`config.mk`:
```
export PLATFORM = sky130hd
export DESIGN_NAME = ika_slot_timinggen_flat
export DESIGN_NICKNAME = d
export VERILOG_FILES = /design/src/rtl/ika_slot_timinggen_if.sv /design/src/rtl/ika_slot_timinggen.sv /design/src/flat_wrapper.sv
export SDC_FILE = /design/constraint.sdc
export NUM_CORES = 1
export LEC_CHECK = 0
export ABC_AREA = 1
export CAP_MARGIN = 25
export CORE_MARGIN = 2
export CORE_UTILIZATION = 40
export DETAILED_ROUTE_END_ITERATION = 6
export PLACE_DENSITY = 0.76
export REMOVE_ABC_BUFFERS = 1
export SLEW_MARGIN = 20
export SYNTH_ARGS = -nofsm -noshare
export SYNTH_HDL_FRONTEND = slang
export SYNTH_SLANG_ARGS = --single-unit
```
`constraint.sdc`:
```
create_clock -name i_EMUCLK -period 1.65 [get_ports i_EMUCLK]
set_input_delay 0.4125 -clock i_EMUCLK [delete_from_list [all_inputs] [get_ports i_EMUCLK]]
set_output_delay 0.4125 -clock i_EMUCLK [all_outputs]
set_load 0.01 [all_outputs]
```
`src/rtl/ika_slot_timinggen_if.sv`:
```
// Slot-bus bundle between the timing generator (master) and its phi1-domain consumers (slave).
// Carries the resync request, the programmable decode settings and every slot-derived output.
interface ika_slot_timinggen_if #(
  parameter int CW = 5
);
  logic          i_SYNC_n;
  logic [CW-1:0] i_MATCH_SLOT;
  logic [CW-1:0] i_RANGE_LO;
  logic [CW-1:0] i_RANGE_HI;
  logic [CW-1:0] o_SLOT;
  logic          o_SLOT_WRAP;
  logic          o_CYCLE_MATCH;
  logic          o_CYCLE_RANGE;
  logic          o_SH1;
  logic          o_SH2;
  logic          o_SYNC_ERR;

  modport master (
    input  i_SYNC_n, i_MATCH_SLOT, i_RANGE_LO, i_RANGE_HI,
    output o_SLOT, o_SLOT_WRAP, o_CYCLE_MATCH, o_CYCLE_RANGE, o_SH1, o_SH2, o_SYNC_ERR
  );

  modport slave (
    output i_SYNC_n, i_MATCH_SLOT, i_RANGE_LO, i_RANGE_HI,
    input  o_SLOT, o_SLOT_WRAP, o_CYCLE_MATCH, o_CYCLE_RANGE, o_SH1, o_SH2, o_SYNC_ERR
  );
endinterface

```
`src/rtl/ika_slot_timinggen.sv`:
```
// Slot timing generator: phiM -> phi1 divider, SLOTS-deep slot counter with resync, SH1/SH2 and
// programmable slot decodes. Defining IKA_TIMINGGEN_SYNC_DETECT_EN builds the sticky resync-error flag.
module ika_slot_timinggen #(
  parameter int SLOTS     = 32,
  parameter int SH_LEN    = 8,
  parameter int SH1_START = 0
) (
  input  logic                 i_EMUCLK,
  input  logic                 i_MRST_n,
  input  logic                 i_phiM_PCEN_n,
  output logic                 o_phi1,
  output logic                 o_phi1_PCEN_n,
  output logic                 o_phi1_NCEN_n,
  ika_slot_timinggen_if.master slot_if
);
  localparam int            CW    = $clog2(SLOTS);
  localparam logic [CW-1:0] LAST  = CW'(SLOTS - 1);
  localparam logic [CW-1:0] SH1_S = CW'(SH1_START % SLOTS);
  localparam logic [CW-1:0] SH2_S = CW'((SH1_START + SLOTS / 2) % SLOTS);
  localparam logic [CW-1:0] SH_L  = CW'(SH_LEN);

  logic          en, pcen, ncen;
  logic          phi1_q;
  logic [CW-1:0] slot_q, slot_d;
  logic [CW-1:0] off1, off2;
  logic          sh1_q, sh1_d, sh2_q, sh2_d;
  logic          range;

  assign en   = ~i_phiM_PCEN_n & i_MRST_n;
  assign pcen = en & ~phi1_q;
  assign ncen = en & phi1_q;

  // SH windows are judged on the slot about to be loaded so the strobes line up with o_SLOT.
  always_comb begin
    slot_d = slot_q + CW'(1);
    if (!slot_if.i_SYNC_n || slot_q == LAST) begin
      slot_d = '0;
    end
    off1  = slot_d - SH1_S;
    off2  = slot_d - SH2_S;
    sh1_d = off1 < SH_L;
    sh2_d = off2 < SH_L;
  end

  always_ff @(posedge i_EMUCLK or negedge i_MRST_n) begin
    if (!i_MRST_n) begin
      phi1_q <= 1'b0;
      slot_q <= '0;
      sh1_q  <= 1'b0;
      sh2_q  <= 1'b0;
    end else begin
      if (en) begin
        phi1_q <= ~phi1_q;
      end
      if (pcen) begin
        slot_q <= slot_d;
        sh1_q  <= sh1_d;
        sh2_q  <= sh2_d;
      end
    end
  end

`ifdef IKA_TIMINGGEN_SYNC_DETECT_EN
  logic err_q;

  // A resync only counts as an error when it actually yanked the counter away from slot 0.
  always_ff @(posedge i_EMUCLK or negedge i_MRST_n) begin
    if (!i_MRST_n) begin
      err_q <= 1'b0;
    end else if (pcen && !slot_if.i_SYNC_n && slot_q != '0) begin
      err_q <= 1'b1;
    end
  end

  assign slot_if.o_SYNC_ERR = err_q;
`else
  assign slot_if.o_SYNC_ERR = 1'b0;
`endif

  always_comb begin
    if (slot_if.i_RANGE_LO <= slot_if.i_RANGE_HI) begin
      range = (slot_q >= slot_if.i_RANGE_LO) && (slot_q <= slot_if.i_RANGE_HI);
    end else begin
      range = (slot_q >= slot_if.i_RANGE_LO) || (slot_q <= slot_if.i_RANGE_HI);
    end
  end

  assign o_phi1                = phi1_q;
  assign o_phi1_PCEN_n         = ~pcen;
  assign o_phi1_NCEN_n         = ~ncen;
  assign slot_if.o_SLOT        = slot_q;
  assign slot_if.o_SLOT_WRAP   = slot_q == LAST;
  assign slot_if.o_CYCLE_MATCH = slot_q == slot_if.i_MATCH_SLOT;
  assign slot_if.o_CYCLE_RANGE = range;
  assign slot_if.o_SH1         = sh1_q;
  assign slot_if.o_SH2         = sh2_q;
endmodule

```
`src/flat_wrapper.sv`:
```
// flat-port wrapper written by rule: the top's interface ports become plain ports
module ika_slot_timinggen_flat 
#(
  parameter int SLOTS     = 32,
  parameter int SH_LEN    = 8,
  parameter int SH1_START = 0
)
  (i_EMUCLK, i_MRST_n, i_phiM_PCEN_n, o_phi1, o_phi1_PCEN_n, o_phi1_NCEN_n, slot_if_i_SYNC_n, slot_if_i_MATCH_SLOT, slot_if_i_RANGE_LO, slot_if_i_RANGE_HI, slot_if_o_SLOT, slot_if_o_SLOT_WRAP, slot_if_o_CYCLE_MATCH, slot_if_o_CYCLE_RANGE, slot_if_o_SH1, slot_if_o_SH2, slot_if_o_SYNC_ERR);
  ika_slot_timinggen_if #(.CW(5)) slot_if_i ();
  input  logic i_EMUCLK;
  input  logic i_MRST_n;
  input  logic i_phiM_PCEN_n;
  output logic o_phi1;
  output logic o_phi1_PCEN_n;
  output logic o_phi1_NCEN_n;
  input wire logic [$bits(slot_if_i.i_SYNC_n)-1:0] slot_if_i_SYNC_n;
  input wire logic [$bits(slot_if_i.i_MATCH_SLOT)-1:0] slot_if_i_MATCH_SLOT;
  input wire logic [$bits(slot_if_i.i_RANGE_LO)-1:0] slot_if_i_RANGE_LO;
  input wire logic [$bits(slot_if_i.i_RANGE_HI)-1:0] slot_if_i_RANGE_HI;
  output wire logic [$bits(slot_if_i.o_SLOT)-1:0] slot_if_o_SLOT;
  output wire logic [$bits(slot_if_i.o_SLOT_WRAP)-1:0] slot_if_o_SLOT_WRAP;
  output wire logic [$bits(slot_if_i.o_CYCLE_MATCH)-1:0] slot_if_o_CYCLE_MATCH;
  output wire logic [$bits(slot_if_i.o_CYCLE_RANGE)-1:0] slot_if_o_CYCLE_RANGE;
  output wire logic [$bits(slot_if_i.o_SH1)-1:0] slot_if_o_SH1;
  output wire logic [$bits(slot_if_i.o_SH2)-1:0] slot_if_o_SH2;
  output wire logic [$bits(slot_if_i.o_SYNC_ERR)-1:0] slot_if_o_SYNC_ERR;
  assign slot_if_i.i_SYNC_n = slot_if_i_SYNC_n;
  assign slot_if_i.i_MATCH_SLOT = slot_if_i_MATCH_SLOT;
  assign slot_if_i.i_RANGE_LO = slot_if_i_RANGE_LO;
  assign slot_if_i.i_RANGE_HI = slot_if_i_RANGE_HI;
  assign slot_if_o_SLOT = slot_if_i.o_SLOT;
  assign slot_if_o_SLOT_WRAP = slot_if_i.o_SLOT_WRAP;
  assign slot_if_o_CYCLE_MATCH = slot_if_i.o_CYCLE_MATCH;
  assign slot_if_o_CYCLE_RANGE = slot_if_i.o_CYCLE_RANGE;
  assign slot_if_o_SH1 = slot_if_i.o_SH1;
  assign slot_if_o_SH2 = slot_if_i.o_SH2;
  assign slot_if_o_SYNC_ERR = slot_if_i.o_SYNC_ERR;
  ika_slot_timinggen #(.SLOTS(SLOTS), .SH_LEN(SH_LEN), .SH1_START(SH1_START)) u_core (.i_EMUCLK(i_EMUCLK), .i_MRST_n(i_MRST_n), .i_phiM_PCEN_n(i_phiM_PCEN_n), .o_phi1(o_phi1), .o_phi1_PCEN_n(o_phi1_PCEN_n), .o_phi1_NCEN_n(o_phi1_NCEN_n), .slot_if(slot_if_i));
endmodule
```
==> insert_results.sql, run 1 <==
INSERT INTO impl_metrics (metric_group, metric, value, unit) VALUES
('clock_tree', 'clkSlewWorstSetupHoldPaths', '60', 'ps'),
('timing', 'skew', '5.75', 'ps'),
('placed_design', 'gpl.final_weighted_congestion', '0.779', ''),
('timing', 'minimum_clock_period', '2190', 'ps'),
('floorplanning', 'design.die.area', '0.00266', 'mm²'),
('critical_path', 'path_class', 'flip-flop to output pin', ''),
('cells_and_area', 'area_growth_syn_to_layout', '83.7', '%'),
('cells_and_area', 'finish.net_count', '222', ''),
('timing', 'fin_worst_hold_slack', '377', 'ps'),
('timing', 'report.final.setup_viol', '6', ''),
('synth', 'netlist_instances', '125', ''),
('critical_path', 'crit-reg2reg-launch', 'u_core.slot_if.o_SLOT[0]', ''),
('critical_path', 'critical_path.endpoint_type', 'output pin', ''),
('drt', 'drt-vias-per-instance', '5.19', ''),
('critical_path', 'worst_setup_path_endpoint', 'slot_if_o_CYCLE_RANGE', ''),
('pwr', 'cell_pwr_density', '853', 'mW/mm²'),
('floorplanning', 'fp-row-count', '17', ''),
('clock_tree', 'number_of_buffers_on_the_longest_clock_path', '2', ''),
('run_status', 'violations_in_the_final_reports', 'setup timing', ''),
('grt', 'grt_antenna_before_repair', '0', ''),
('run', 'maxCapViolCount', '0', ''),
('synth', 'ys.warnings.count', '0', ''),
('grt', 'number_of_global_route_vias_before_repair', '1043', ''),
('synth', 'synth-edff-count', '0', ''),
('synth', 'synth_area_leader_cell', 'sky130_fd_sc_hd__ha_1', ''),
('timing', 'final.setup.worst_slack', '-538', 'ps'),
('synth', 'synth-async-reset-ratio', '100', '%'),
('drt', 'antenna_left', '0', ''),
('timing', 'setup_repair_after_global_routing_missed_its_margin', 'true', ''),
('synth', 'ys_seq_area_share', '22.1', '%'),
('placed_design', 'io_buffer_count', '31', ''),
('grt', 'pin_count_of_the_biggest_net_entering_global_routing', '9', ''),
('grt', 'grt_first_pass_wirelength', '4750', 'µm'),
('critical_path', 'critical_path.startpoint_type', 'flip-flop', ''),
('cells_and_area', 'num_antenna_cells', '0', ''),
('critical_path', 'setup.reg_to_reg.worst_slack', '-40', 'ps'),
('worst_hold_path', 'hold_path.class', 'input port to asynchronous set/reset pin', ''),
('floorplanning', 'fp.dieH', '51.6', 'µm'),
('cells_and_area', 'commonest_non_fill_non_tap_cells_in_the_layout', '26 x sky130_fd_sc_hd__nand2_1, 15 x sky130_fd_sc_hd__inv_1, 15 x sky130_fd_sc_hd__buf_4', ''),
('clock_tree', 'total_cts_buffers', '3', ''),
('drt', 'post_drt_wl_per_cell', '15.2', 'µm'),
('drt', 'routed_wirelength', '3210', 'µm'),
('critical_path', 'timing.reg2reg.worst_path_depth', '11', ''),
('grt', 'grt_usage', '24.5', '%'),
('pwr', 'p_total', '1.42', 'mW'),
('synth', 'ys_ff_latch', '8', ''),
('synth', 'ys_types', '28', ''),
('clock_tree', 'clock_insertion_delay_worst_skew', '260', 'ps'),
('floorplanning', 'fp.coreArea', '0.00217', 'mm²'),
('pwr', 'ir_drop', '0.636', 'mV'),
('synth', 'synth_top_area_share', '23.5', '%'),
('synth', 'yosys-top-cells-area', 'sky130_fd_sc_hd__ha_1 23%, sky130_fd_sc_hd__dfrtp_1 22%, sky130_fd_sc_hd__nand2_1 14%', ''),
('run_status', 'outcome', 'finished with violations', ''),
('grt', 'grt.overflow.total', '0', ''),
('timing', 'max_clock_freq', '457', 'MHz'),
('cells_and_area', 'layout.cells.most_common', 'sky130_fd_sc_hd__nand2_1', ''),
('clock_tree', 'cts_sink_count', '8', ''),
('clock_tree', 'cts_hold_buffers', '0', ''),
('critical_path', 'timing.rr.end', 'u_core.slot_if.o_SLOT[2]', ''),
('clock_tree', 'cts_max_level', '1', ''),
('critical_path', 'worst-endpoint-required', '1240', 'ps'),
('pwr', 'power_leakage', '0.863', 'nW'),
('synth', 'post_synthesis_cell_area', '906', 'µm²'),
('cells_and_area', 'filler_cell_count', '146', ''),
('clock_tree', 'cts_root_buf', 'sky130_fd_sc_hd__clkbuf_4', ''),
('timing', 'period_share', '133', '%'),
('drt', 'dr_total_vias', '1100', ''),
('floorplanning', 'starting_density', '41.8', '%'),
('critical_path', 'cp_max_fo', '3', ''),
('drt', 'drc', '0', ''),
('placed_design', 'area_after_dpl', '0.00135', 'mm²');
sequential cells by signal (all words and copies together), names as in the netlist:
| register | cells |
|---|---|
| u_core.slot_if.o_SLOT | 5 |
| u_core.o_phi1 | 1 |
| u_core.slot_if.o_SH1 | 1 |
| u_core.slot_if.o_SH2 | 1 |
power by group:
group | total, mW | internal (mW) | switching, mW
logic | 0.966 | 0.478 | 0.488
registers | 0.300 | 0.247 | 0.0527
clock network | 0.154 | 0.0835 | 0.0709
stage by stage:
step / worst slack [ps] / std cells / setup TNS [ps]
finish: -538 / 212 / -1130
global placement: -976 / 197 / -2780
floorplan: -59.7 / 124 / -59.7
detailed placement: -1010 / 197 / -2970
CTS: -390 / 212 / -1050
global route: -641 / 212 / -1600
synth_stat cells, types with 2 or more instances:
cell                       n
sky130_fd_sc_hd__nand2_1  34
sky130_fd_sc_hd__inv_1    21
sky130_fd_sc_hd__ha_1     17
sky130_fd_sc_hd__dfrtp_1   8
sky130_fd_sc_hd__nand3_1   8
sky130_fd_sc_hd__nor2_1    6
sky130_fd_sc_hd__a21oi_1   5
sky130_fd_sc_hd__xor2_1    3
sky130_fd_sc_hd__nand2_2   2
sky130_fd_sc_hd__nand3_2   2
sky130_fd_sc_hd__o21ai_1   2
kinds of logic (layout without fill, tap and decap cells):
logic type                 count (synthesis)  count (layout)  share of synthesized area (%)
AOI/OAI and AO/OA                         10              10                           6.22
and+or+nand+nor                           60              60                           32.9
adders and majority gates                 17              17                           23.5
buffers and inverters                     25              84                           11.1
DFF                                        8               8                           22.1
other                                      1               1                          0.414
xor gates and xnor gates                   4               4                           3.87
what timing repair did:
action	in CTS	in global routing
endpoints found under the setup margin	16	10
gates resized for setup	75	22
setup buffers	13	2
cloned	0	0
endpoints found under the hold margin	0	0
pin swaps	24	7
critical path: stages, from the launching register on:
cell,delay (ps)
sky130_fd_sc_hd__dfrtp_2,450
sky130_fd_sc_hd__ha_4,270
sky130_fd_sc_hd__a21oi_1,200
sky130_fd_sc_hd__nand2_2,120
sky130_fd_sc_hd__nor2_4,140
sky130_fd_sc_hd__nand3_2,60
sky130_fd_sc_hd__nand2_1,50
sky130_fd_sc_hd__nand2_1,60
sky130_fd_sc_hd__buf_2,150
layout make-up:
cell class                 count  area, µm²  area share [%]
multi-input combinational     92        792            47.6
timing repair buffer          57        515            31.0
sequential                     8        204            12.3
inverter                      24       95.1            5.71
tap                           28       35.0            2.11
clock buffer                   3       22.5            1.35
worst min-delay path by stage:
stage / endpoint / depth (start not counted) / from / slack [ps]
2_1_floorplan: u_core.o_phi1 / 0 / i_MRST_n / 120
3_3_place_gp: u_core.slot_if.o_SH2 / 2 / u_core.slot_if.o_SH2 / 470
3_5_place_dp: u_core.slot_if.o_SH2 / 2 / u_core.slot_if.o_SH2 / 470
4_1_cts: u_core.o_phi1 / 3 / i_MRST_n / 360
5_1_grt: u_core.slot_if.o_SH2 / 3 / i_MRST_n / 390
6_report: u_core.o_phi1 / 3 / i_MRST_n / 380
routing by layer:
metal	part of all wire, %	track usage [%]	vias to the layer above
li1	-	-	515
met1	36	28.5	516
met2	54	44.7	56
met3	5.6	4.31	13
met4	4.0	8.33	0
met5	0	0	-
(Power assumes the default switching activity.)
==> run 2, diff against run 1 <==
--- a/config.mk
+++ b/config.mk
@@ -13,2 +13,3 @@
 export PLACE_DENSITY = 0.76
+export RECOVER_POWER = 50
 export REMOVE_ABC_BUFFERS = 1
==> constraint.sdc (replaced) <==
create_clock -name i_EMUCLK -period 1.65 [get_ports i_EMUCLK]
set_input_delay 0.2475 -clock i_EMUCLK [delete_from_list [all_inputs] [get_ports i_EMUCLK]]
set_output_delay 0.2475 -clock i_EMUCLK [all_outputs]
set_load 0.01 [all_outputs]
==> insert_results.sql, run 2 (same netlist as run 1, synthesis figures left out) <==
INSERT INTO impl_metrics (metric_group, metric, value, unit) VALUES
('floorplanning', 'starting_density', '41.8', '%'),
('critical_path', 'timing.rr.end', 'u_core.slot_if.o_SLOT[3]', ''),
('critical_path', 'critical_path.endpoint_type', 'output pin', ''),
('timing', 'period_share', '113', '%'),
('clock_tree', 'cts_sink_count', '8', ''),
('pwr', 'power_leakage', '0.824', 'nW'),
('drt', 'drt-vias-per-instance', '4.85', ''),
('floorplanning', 'fp.dieH', '51.6', 'µm'),
('drt', 'drtIter0Drc', '13', ''),
('grt', 'pin_count_of_the_biggest_net_entering_global_routing', '9', ''),
('cells_and_area', 'layout-drive-gt1-share', '39.0', '%'),
('clock_tree', 'cts_tree', 'built', ''),
('placed_design', 'io_buffer_count', '31', ''),
('drt', 'firstDrtPassIters', '4', ''),
('cells_and_area', 'area_growth_syn_to_layout', '79.6', '%'),
('critical_path', 'path_class', 'flip-flop to output pin', ''),
('placed_design', 'post-dp-hpwl', '1900', 'µm'),
('worst_hold_path', 'hold_path.class', 'flip-flop to flip-flop', ''),
('drt', 'routed_wirelength', '2780', 'µm'),
('timing', 'tns_setup', '-320', 'ps'),
('grt', 'grt_first_pass_wirelength', '4140', 'µm'),
('drt', 'drc', '0', ''),
('critical_path', 'critical_path.startpoint_type', 'flip-flop', ''),
('critical_path', 'worst_setup_path_endpoint', 'slot_if_o_CYCLE_RANGE', ''),
('run_status', 'outcome', 'finished with violations', ''),
('clock_tree', 'cts_hold_buffers', '0', ''),
('clock_tree', 'number_of_buffers_on_the_longest_clock_path', '2', ''),
('placed_design', 'gpl.final_weighted_congestion', '0.779', ''),
('placed_design', 'pre_cts_slack', '-677', 'ps'),
('cells_and_area', 'finish.utilization', '75.0', '%'),
('grt', 'grt.overflow.total', '0', ''),
('floorplanning', 'fp.coreArea', '0.00217', 'mm²'),
('grt', 'grt_usage', '21.3', '%'),
('grt', 'grt_antenna_before_repair', '0', ''),
('floorplanning', 'fp-row-count', '17', ''),
('cells_and_area', 'layout.cells.most_common', 'sky130_fd_sc_hd__nand2_1', ''),
('cells_and_area', 'num_antenna_cells', '0', ''),
('critical_path', 'setup.reg_to_reg.worst_slack', '10', 'ps'),
('critical_path', 'data_arrival_time_of_the_critical_path', '1610', 'ps'),
('clock_tree', 'cts_max_level', '1', ''),
('clock_tree', 'clock_insertion_delay_worst_skew', '260', 'ps'),
('placed_design', 'dp_cells', '197', ''),
('drt', 'dr_total_vias', '994', ''),
('timing', 'skew', '5.74', 'ps'),
('clock_tree', 'total_cts_buffers', '3', ''),
('critical_path', 'timing.reg2reg.worst_path_depth', '10', ''),
('timing', 'minimum_clock_period', '1860', 'ps'),
('timing', 'finalMaxSlewViolations', '0', ''),
('pwr', 'ir_drop', '0.639', 'mV'),
('timing', 'setup_repair_after_global_routing_missed_its_margin', 'true', ''),
('critical_path', 'worst-endpoint-required', '1400', 'ps'),
('floorplanning', 'io_pins', '33', ''),
('timing', 'max_clock_freq', '539', 'MHz'),
('cells_and_area', 'commonest_non_fill_non_tap_cells_in_the_layout', '26 x sky130_fd_sc_hd__nand2_1, 16 x sky130_fd_sc_hd__inv_1, 15 x sky130_fd_sc_hd__clkdlybuf4s50_1', ''),
('clock_tree', 'clkSlewWorstSetupHoldPaths', '50', 'ps'),
('timing', 'final.setup.worst_slack', '-207', 'ps'),
('timing', 'report.final.setup_viol', '3', ''),
('cells_and_area', 'finish.net_count', '215', ''),
('timing', 'finalHoldViolations', '0', ''),
('grt', 'number_of_global_route_vias_before_repair', '994', ''),
('critical_path', 'cp_max_fo', '3', ''),
('floorplanning', 'design.die.area', '0.00266', 'mm²'),
('critical_path', 'setup.worst_path.start', 'u_core.slot_if.o_SLOT[2]', ''),
('floorplanning', 'die_x', '51.6', 'µm'),
('cells_and_area', 'finish.cell_count_without_fillers', '205', ''),
('cells_and_area', 'largest_register_ff_count', '5', ''),
('run_status', 'violations_in_the_final_reports', 'setup timing', ''),
('run', 'maxCapViolCount', '0', ''),
('drt', 'antenna_left', '0', ''),
('pwr', 'cell_pwr_density', '849', 'mW/mm²'),
('critical_path', 'crit-reg2reg-launch', 'u_core.slot_if.o_SLOT[1]', ''),
('clock_tree', 'cts_root_buf', 'sky130_fd_sc_hd__clkbuf_4', ''),
('drt', 'post_drt_wl_per_cell', '13.6', 'µm');
[run 2: changes by cell type in the layout (fill, tap and decap cells not counted), moves of 2 or more]
cell | previous run | this run
sky130_fd_sc_hd__buf_4 | 15 | 11
sky130_fd_sc_hd__buf_6 | 13 | 7
sky130_fd_sc_hd__clkdlybuf4s15_1 | 2 | 0
sky130_fd_sc_hd__clkdlybuf4s50_1 | 9 | 15
sky130_fd_sc_hd__dlygate4sd2_1 | 13 | 9
sky130_fd_sc_hd__dlymetal6s2s_1 | 1 | 3
sky130_fd_sc_hd__ha_4 | 9 | 11
sky130_fd_sc_hd__inv_2 | 6 | 4
[run 2: power by group]
part | switching (mW) | total, mW | internal (mW)
clock network | 0.0673 | 0.151 | 0.0833
logic | 0.447 | 0.917 | 0.470
registers | 0.0641 | 0.313 | 0.249
[run 2: per-layer routing]
layer	global-route usage (%)	routed length, µm	up-vias
met5	0	0	-
met4	7.89	62	0
met3	6.03	102	8
met2	38.0	1480	26
met1	23.9	1140	459
li1	-	-	501
[run 2: what timing repair did]
item / in CTS / in global routing
endpoints found under the setup margin: 10 / 11
hold endpoints to repair: 0 / 0
gates resized for setup: 49 / 25
buffers inserted: 5 / 1
pin swaps: 9 / 23
[run 2: layout make-up]
cell class              instances  area (µm²)
clock buffers                   3        22.5
fillers                       148         543
inverters                      24        97.6
multi-input cells              92         807
flip-flops and latches          8         205
well taps                      28        35.0
repair buffers                 50         459
[run 2: worst min path at each step]
| stage | from | end | slack [ps] | depth (start not counted) |
|---|---|---|---|---|
| floorplan | i_MRST_n | u_core.o_phi1 | -50 | 0 |
| global placement | u_core.slot_if.o_SH2 | u_core.slot_if.o_SH2 | 470 | 2 |
| detailed placement | u_core.slot_if.o_SH2 | u_core.slot_if.o_SH2 | 470 | 2 |
| CTS | i_MRST_n | u_core.slot_if.o_SH2 | 430 | 3 |
| global route | u_core.slot_if.o_SH2 | u_core.slot_if.o_SH2 | 510 | 2 |
| finish | u_core.slot_if.o_SH2 | u_core.slot_if.o_SH2 | 480 | 2 |
[run 2: per-stage QoR]
step	total power [mW]	cell area (µm²)	hold WS, ps
2_1_floorplan	0.652	898	-48.1
3_3_place_gp	0.978	1350	467
3_5_place_dp	1.01	1350	470
4_1_cts	1.26	1540	435
5_1_grt	1.50	1630	514
6_report	1.38	1630	480
[run 2: worst max-delay path, cell delays in order, from the launching register on]
cell and delay [ps]:
sky130_fd_sc_hd__dfrtp_2 450, sky130_fd_sc_hd__ha_4 230, sky130_fd_sc_hd__nand2_2 70, sky130_fd_sc_hd__nand2_2 50, sky130_fd_sc_hd__nand2_1 60, sky130_fd_sc_hd__nand2_1 70, sky130_fd_sc_hd__nor2_1 110, sky130_fd_sc_hd__nand3_1 80
sky130_fd_sc_hd__nand2_1 60, sky130_fd_sc_hd__nand2_1 40, sky130_fd_sc_hd__buf_2 130
